File: src/rtl/fsm_lane_arbiter_pkg.sv
// rtl/fsm_lane_arbiter_pkg.sv - shared types and constants for the lane arbiter
package fsm_lane_arbiter_pkg;

  localparam int NUM_REQ = 4;
  localparam logic [3:0] PATTERN = 4'b1011;

  typedef enum logic [1:0] {
    ST_IDLE   = 2'd0,
    ST_SHIFT  = 2'd1,
    ST_REPORT = 2'd2
  } state_t;

  // First requesting index at or after ptr, wrapping 3 -> 0; returns ptr when nothing is requesting
  function automatic logic [1:0] rr_pick(input logic [NUM_REQ-1:0] req, input logic [1:0] ptr);
    logic [1:0] idx;
    logic       found;
    rr_pick = ptr;
    found   = 1'b0;
    for (int off = 0; off < NUM_REQ; off++) begin
      idx = ptr + 2'(off);
      if (!found && req[idx]) begin
        rr_pick = idx;
        found   = 1'b1;
      end
    end
  endfunction

endpackage

File: src/rtl/fsm_lane_arbiter_seq_detect.sv
// rtl/fsm_lane_arbiter_seq_detect.sv - overlapping serial detector for the fixed lane pattern
module seq_detect
  import fsm_lane_arbiter_pkg::*;
(
  input  logic clock,
  input  logic reset,
  input  logic clr,
  input  logic valid,
  input  logic bit_in,
  output logic hit
);

  // Last three consumed bits, oldest in the MSB
  logic [2:0] r_hist;
  // Number of bits consumed since clear, saturating at 3, so stale history never completes a match
  logic [1:0] r_fill;

  // A match completes when three bits are already held and the incoming bit closes the pattern
  assign hit = valid && (r_fill == 2'd3) && ({r_hist, bit_in} == PATTERN);

  // History and fill count; keeping the full window after a hit gives overlapping matches for free
  always_ff @(posedge clock) begin
    if (reset || clr) begin
      r_hist <= 3'd0;
      r_fill <= 2'd0;
    end else if (valid) begin
      r_hist <= {r_hist[1:0], bit_in};
      if (r_fill != 2'd3) begin
        r_fill <= r_fill + 2'd1;
      end
    end
  end

endmodule

File: src/rtl/fsm_lane_arbiter.sv
// rtl/fsm_lane_arbiter.sv - round-robin arbiter feeding one serial pattern-detector lane
module fsm_lane_arbiter
  import fsm_lane_arbiter_pkg::*;
#(
  parameter int FRAME_BITS = 8
) (
  input  logic                            clock,
  input  logic                            reset,
  input  logic [NUM_REQ-1:0]              req,
  input  logic [NUM_REQ*FRAME_BITS-1:0]   data,
  output logic [NUM_REQ-1:0]              grant,
  output logic                            busy,
  output logic                            ser_out,
  output logic                            done,
  output logic [1:0]                      done_id,
  output logic [3:0]                      match_cnt
);

  localparam logic [3:0] LAST_BIT = 4'(FRAME_BITS - 1);

  state_t                  r_state;
  state_t                  w_next_state;
  logic [1:0]              r_rr_ptr;
  logic [1:0]              r_grant_id;
  logic [NUM_REQ-1:0]      r_grant;
  logic [FRAME_BITS-1:0]   r_shreg;
  logic [3:0]              r_bit_cnt;
  logic [3:0]              r_match_cnt;
  logic [1:0]              r_id_hold;
  logic [3:0]              r_cnt_hold;

  logic                    w_start;
  logic                    w_shift;
  logic                    w_hit;
  logic [1:0]              w_pick;
  logic [FRAME_BITS-1:0]   w_word;

  assign w_pick = rr_pick(req, r_rr_ptr);

  // Select the frame word of the requester that would be granted this cycle
  always_comb begin
    w_word = '0;
    for (int i = 0; i < NUM_REQ; i++) begin
      if (w_pick == 2'(i)) begin
        w_word = data[i*FRAME_BITS +: FRAME_BITS];
      end
    end
  end

  // Next-state and per-cycle strobes for the frame sequencer
  always_comb begin
    w_next_state = r_state;
    w_start      = 1'b0;
    w_shift      = 1'b0;
    case (r_state)
      ST_IDLE: begin
        if (|req) begin
          w_start      = 1'b1;
          w_next_state = ST_SHIFT;
        end
      end
      ST_SHIFT: begin
        w_shift = 1'b1;
        if (r_bit_cnt == LAST_BIT) begin
          w_next_state = ST_REPORT;
        end
      end
      ST_REPORT: begin
        w_next_state = ST_IDLE;
      end
      default: begin
        w_next_state = ST_IDLE;
      end
    endcase
  end

  // Detector is cleared on the grant edge so nothing leaks from the previous frame
  seq_detect u_seq_detect (
    .clock  (clock),
    .reset  (reset),
    .clr    (w_start),
    .valid  (w_shift),
    .bit_in (r_shreg[FRAME_BITS-1]),
    .hit    (w_hit)
  );

  // State register, grant latch, shifter, bit counter and match counter
  always_ff @(posedge clock) begin
    if (reset) begin
      r_state     <= ST_IDLE;
      r_rr_ptr    <= 2'd0;
      r_grant_id  <= 2'd0;
      r_grant     <= '0;
      r_shreg     <= '0;
      r_bit_cnt   <= 4'd0;
      r_match_cnt <= 4'd0;
      r_id_hold   <= 2'd0;
      r_cnt_hold  <= 4'd0;
    end else begin
      r_state <= w_next_state;
      if (w_start) begin
        r_grant_id  <= w_pick;
        r_grant     <= NUM_REQ'(1) << w_pick;
        r_shreg     <= w_word;
        r_bit_cnt   <= 4'd0;
        r_match_cnt <= 4'd0;
      end
      if (w_shift) begin
        r_shreg   <= {r_shreg[FRAME_BITS-2:0], 1'b0};
        r_bit_cnt <= r_bit_cnt + 4'd1;
        if (w_hit) begin
          r_match_cnt <= r_match_cnt + 4'd1;
        end
      end
      if (r_state == ST_REPORT) begin
        r_grant    <= '0;
        r_rr_ptr   <= r_grant_id + 2'd1;
        r_id_hold  <= r_grant_id;
        r_cnt_hold <= r_match_cnt;
      end
    end
  end

  // The live counter is final during REPORT; outside it the last reported result is held
  assign done      = (r_state == ST_REPORT);
  assign done_id   = done ? r_grant_id  : r_id_hold;
  assign match_cnt = done ? r_match_cnt : r_cnt_hold;
  assign grant     = r_grant;
  assign busy      = (r_state != ST_IDLE);
  assign ser_out   = (r_state == ST_SHIFT) && r_shreg[FRAME_BITS-1];

endmodule

File: config.mk
export PLATFORM = sky130hd
export DESIGN_NAME = fsm_lane_arbiter
export DESIGN_NICKNAME = d
export VERILOG_FILES = /design/src/rtl/fsm_lane_arbiter_pkg.sv /design/src/rtl/fsm_lane_arbiter_seq_detect.sv /design/src/rtl/fsm_lane_arbiter.sv
export SDC_FILE = /design/constraint.sdc
export NUM_CORES = 1
export LEC_CHECK = 0
export CAP_MARGIN = 0
export CORE_ASPECT_RATIO = 0.75
export CORE_MARGIN = 4
export CORE_UTILIZATION = 48
export DETAILED_ROUTE_END_ITERATION = 10
export HOLD_SLACK_MARGIN = 0.03
export PLACE_DENSITY = 0.9
export SLEW_MARGIN = 10
export SYNTH_ARGS = -nofsm -noshare
export SYNTH_HDL_FRONTEND = slang
export SYNTH_SLANG_ARGS = --single-unit
File: constraint.sdc
create_clock -name clock -period 2.25 [get_ports clock]
set_clock_uncertainty 0.1 [all_clocks]
set_input_delay 0.225 -clock clock [delete_from_list [all_inputs] [get_ports clock]]
set_output_delay 0.225 -clock clock [all_outputs]
set_load 0.1 [all_outputs]
==> flow_summary.yaml <==
yosys:
  ys_dominant_reg_cell: "sky130_fd_sc_hd__dfxtp_1"
  synth_sequential_area_ratio: 0.383
  synth.most_common_cell: "sky130_fd_sc_hd__dfxtp_1"
  synth_cells: 222
  synth_top_cell_area_share: 0.383
  netlist-cell-type-count: 48
  synth_async_sr_flop_share: 0
  most_frequent_cells_after_synthesis: "37 x sky130_fd_sc_hd__dfxtp_1, 20 x sky130_fd_sc_hd__a21oi_1, 19 x sky130_fd_sc_hd__nand2_1, 18 x sky130_fd_sc_hd__nor2_1, 10 x sky130_fd_sc_hd__nor2b_1"
  post-synth-top-area-cell: "sky130_fd_sc_hd__dfxtp_1"
  synth_fp_nets: 263
  postSynthRegisterBits: 37
  yosys-top-cells-area: "sky130_fd_sc_hd__dfxtp_1 38%, sky130_fd_sc_hd__mux2_2 5.2%, sky130_fd_sc_hd__a21oi_1 5.2%"
  avgSynthCellArea_sq_um: 8.71
  syn-cell-area_sq_mm: 0.00193
  yosysWarningCount: 0
  synth-edff-count: 0
power:
  net-switching-power_uw: 418
  internal-power_uw: 1050
  power_frac_clock: 0.300
  power.ir.vdd_worst_uv: 377
  pwr-share-comb: 0.221
  report.power.total_uw: 1470
  power_frac_seq: 0.480
  total_leakage_power_uw: 0.00103
  power_density_mw_per_mm2: 548
  power.switching_fraction: 0.284
floorplanning:
  floorplan.core_area_sq_mm: 0.00378
  fp.dieH_microns: 63.0
  die_width_microns: 81.3
  effective_utilization_at_floorplan: 0.512
  floorplan_die_area_sq_mm: 0.00512
  row_count: 19
  io_pins: 51
layout:
  antenna_cells_inserted: 0
  layout-area-overhead-vs-synth_pct: 38.6
  fin_area_sq_mm: 0.00268
  fill_cells: 270
  layout-drive-gt1-share: 0.183
  finish.net_count: 319
  instances_no_fill: 331
clock_tree:
  numCtsBuffers: 5
  post_cts.resized_instances: 0
  root_buffer: "sky130_fd_sc_hd__clkbuf_8"
  cts.reportedPaths.clkPinSlew_ns: 0.07
  clock_tree_from_tritoncts: "built"
  cts.sink_count: 37
  post-cts-setup-buffers: 0
  cts_max_path_buffers: 2
  clk-insertion-delay-late_ns: 0.29
  cts_max_level: 2
  postCtsHoldBufs: 0
sta:
  worst_hold_slack_ns: 0.358
  finalHoldViolations: 0
  tightestPinTransition_ns: 0.754
  period_share: 0.920
  report.final.setup_viol: 0
  rsz0062_at_grt: "false"
  slew_violations: 0
  max-slew-margin-rel: 0.495
  period_needed_ns: 2.07
  max_freq_mhz: 483
grt:
  grt_use_total: 0.197
  grt_pass1_wl_mm: 8.05
  antenna_found_initial: 0
  grt_start_max_net_pins: 29
  grt_pass1_vias: 1810
  global_route.overflow_total: 0
place:
  buffer_ports.inserted: 50
  dpl_cell_area_sq_mm: 0.00260
  place.detailed.instances: 323
  routabilityCongestion: 0.839
  detailedPlacementHpwl_mm: 3.54
run:
  max-cap-violations: 0
critical_path:
  cp-start-kind: "flop"
  r2r_slack_ns: 0.18
  crit_family: "compound AO/OA/AOI/OAI gates"
  timing.critical_path.buf_inv: 0
  criticalPathCategory: "reg -> reg"
  path_max_fanout: 11
  worst_path_required_ns: 2.33
  crit_chain: "or2_0 > a21oi_1 > o31ai_2 > mux2_2 > a221o_1"
  cpPeakStageDelay_ns: 0.51
  critical_path.slowest_cell: "sky130_fd_sc_hd__dfxtp_1"
  worstSetupEndpointType: "flop"
  worst_ep_arrival_time_ns: 2.15
detailed_routing:
  wl_met2_mm: 2.14
  avgRoutedWirePerCell_microns: 14.4
  drt_first_pass_iters: 4
  met1Wirelength_mm: 2.15
  met3_length_microns: 369
  postRouteWirelength_mm: 4.75
  dr_total_vias: 1842
  drt_iter0_markers: 121
  routed.top_layer: "met4"
  vias_per_cell: 5.56
  number_of_nets_with_antenna_violations_after_routing: 0
  drc_errors: 0
worst_hold_path:
  hp-class: "reg -> reg"
outcome:
  outcome: "finished, final reports clean"
[cell families (layout without fill, tap and decap cells)]
logic type,count (synthesis),after routing,synth area share
buffers and inverters,19,76,0.0498
AO/OA/AOI/OAI,56,56,0.196
AND/OR/NAND/NOR,87,87,0.245
multiplexers,16,16,0.0886
adder cells (fa/ha/maj),3,3,0.0194
XOR/XNOR,4,4,0.0181
flip-flops,37,37,0.383
[final timing paths]
| check | from | to | cells past startpoint |
|---|---|---|---|
| max | r_rr_ptr[1] | r_shreg[5] | 5 |
| max reg2reg | r_rr_ptr[1] | r_shreg[5] | 5 |
| min | grant[1] | grant[1] | 2 |
| min reg2reg | grant[1] | grant[1] | 2 |
[power groups by stage]
stage	sequential [uW]	clock [uW]	combinational [uW]
detailed placement	719	0	321
finish	705	441	325
floorplan	739	0	172
global route	708	484	350
CTS	704	457	324
global placement	718	0	316
[routing by layer]
layer	vias up	global-route usage
met5	-	0
met2	64	0.291
met1	853	0.263
met4	0	0.0781
met3	10	0.0620
li1	915	-
[tightest hold or removal path, cell delays in order (launching register included)]
cell	delay, ns
sky130_fd_sc_hd__dfxtp_1	0.31
sky130_fd_sc_hd__nand2_1	0.05
sky130_fd_sc_hd__a21oi_1	0.05
[per-stage QoR]
step / setup TNS, ns / setup WS (ns) / utilization
5_1_grt: 0 / 0.0444 / 0.709
3_3_place_gp: -0.0229 / -0.0229 / 0.688
3_5_place_dp: -0.533 / -0.111 / 0.688
6_report: 0 / 0.179 / 0.709
2_1_floorplan: 0 / 0.206 / -
4_1_cts: 0 / 0.182 / 0.709
[flip-flops by register name, indices dropped and copies added, names as in the netlist, 3 cells and up]
| signal | flops |
|---|---|
| grant | 4 |
| r_bit_cnt | 4 |
| r_cnt_hold | 4 |
| r_match_cnt | 4 |
| r_shreg | 8 |
| u_seq_detect.r_hist | 3 |
[area by class of cell]
type	instances	area, sq um	area share
Clock inverter	2	10.0	0.00373
Inverter	2	7.51	0.00280
Timing Repair Buffer	66	688	0.257
Sequential cell	37	741	0.276
Tap cell	52	65.1	0.0243
Clock buffer	6	72.6	0.0271
Multi-Input combinational cell	166	1100	0.409
[layout by cell type (no fill, tap or decap), drive strengths merged, types with 2 or more instances in the layout]
cell / netlist / routed
a211o: 2 / 2
a21oi: 20 / 20
a22o: 6 / 6
a31oi: 6 / 6
and3: 2 / 2
buf: 8 / 29
clkbuf: 9 / 6
clkdlybuf4s50: 0 / 37
clkinv: 0 / 2
dfxtp: 37 / 37
ha: 3 / 3
inv: 2 / 2
mux2: 9 / 9
mux2i: 7 / 7
nand2: 19 / 19
nand2b: 6 / 6
nand3: 3 / 3
nand3b: 4 / 4
nand4: 8 / 8
nor2: 19 / 19
nor2b: 10 / 10
nor3: 5 / 5
o21ai: 5 / 5
o221ai: 7 / 7
or2: 4 / 4
xnor2: 3 / 3
Note: power is estimated with default switching activity, not from simulation.
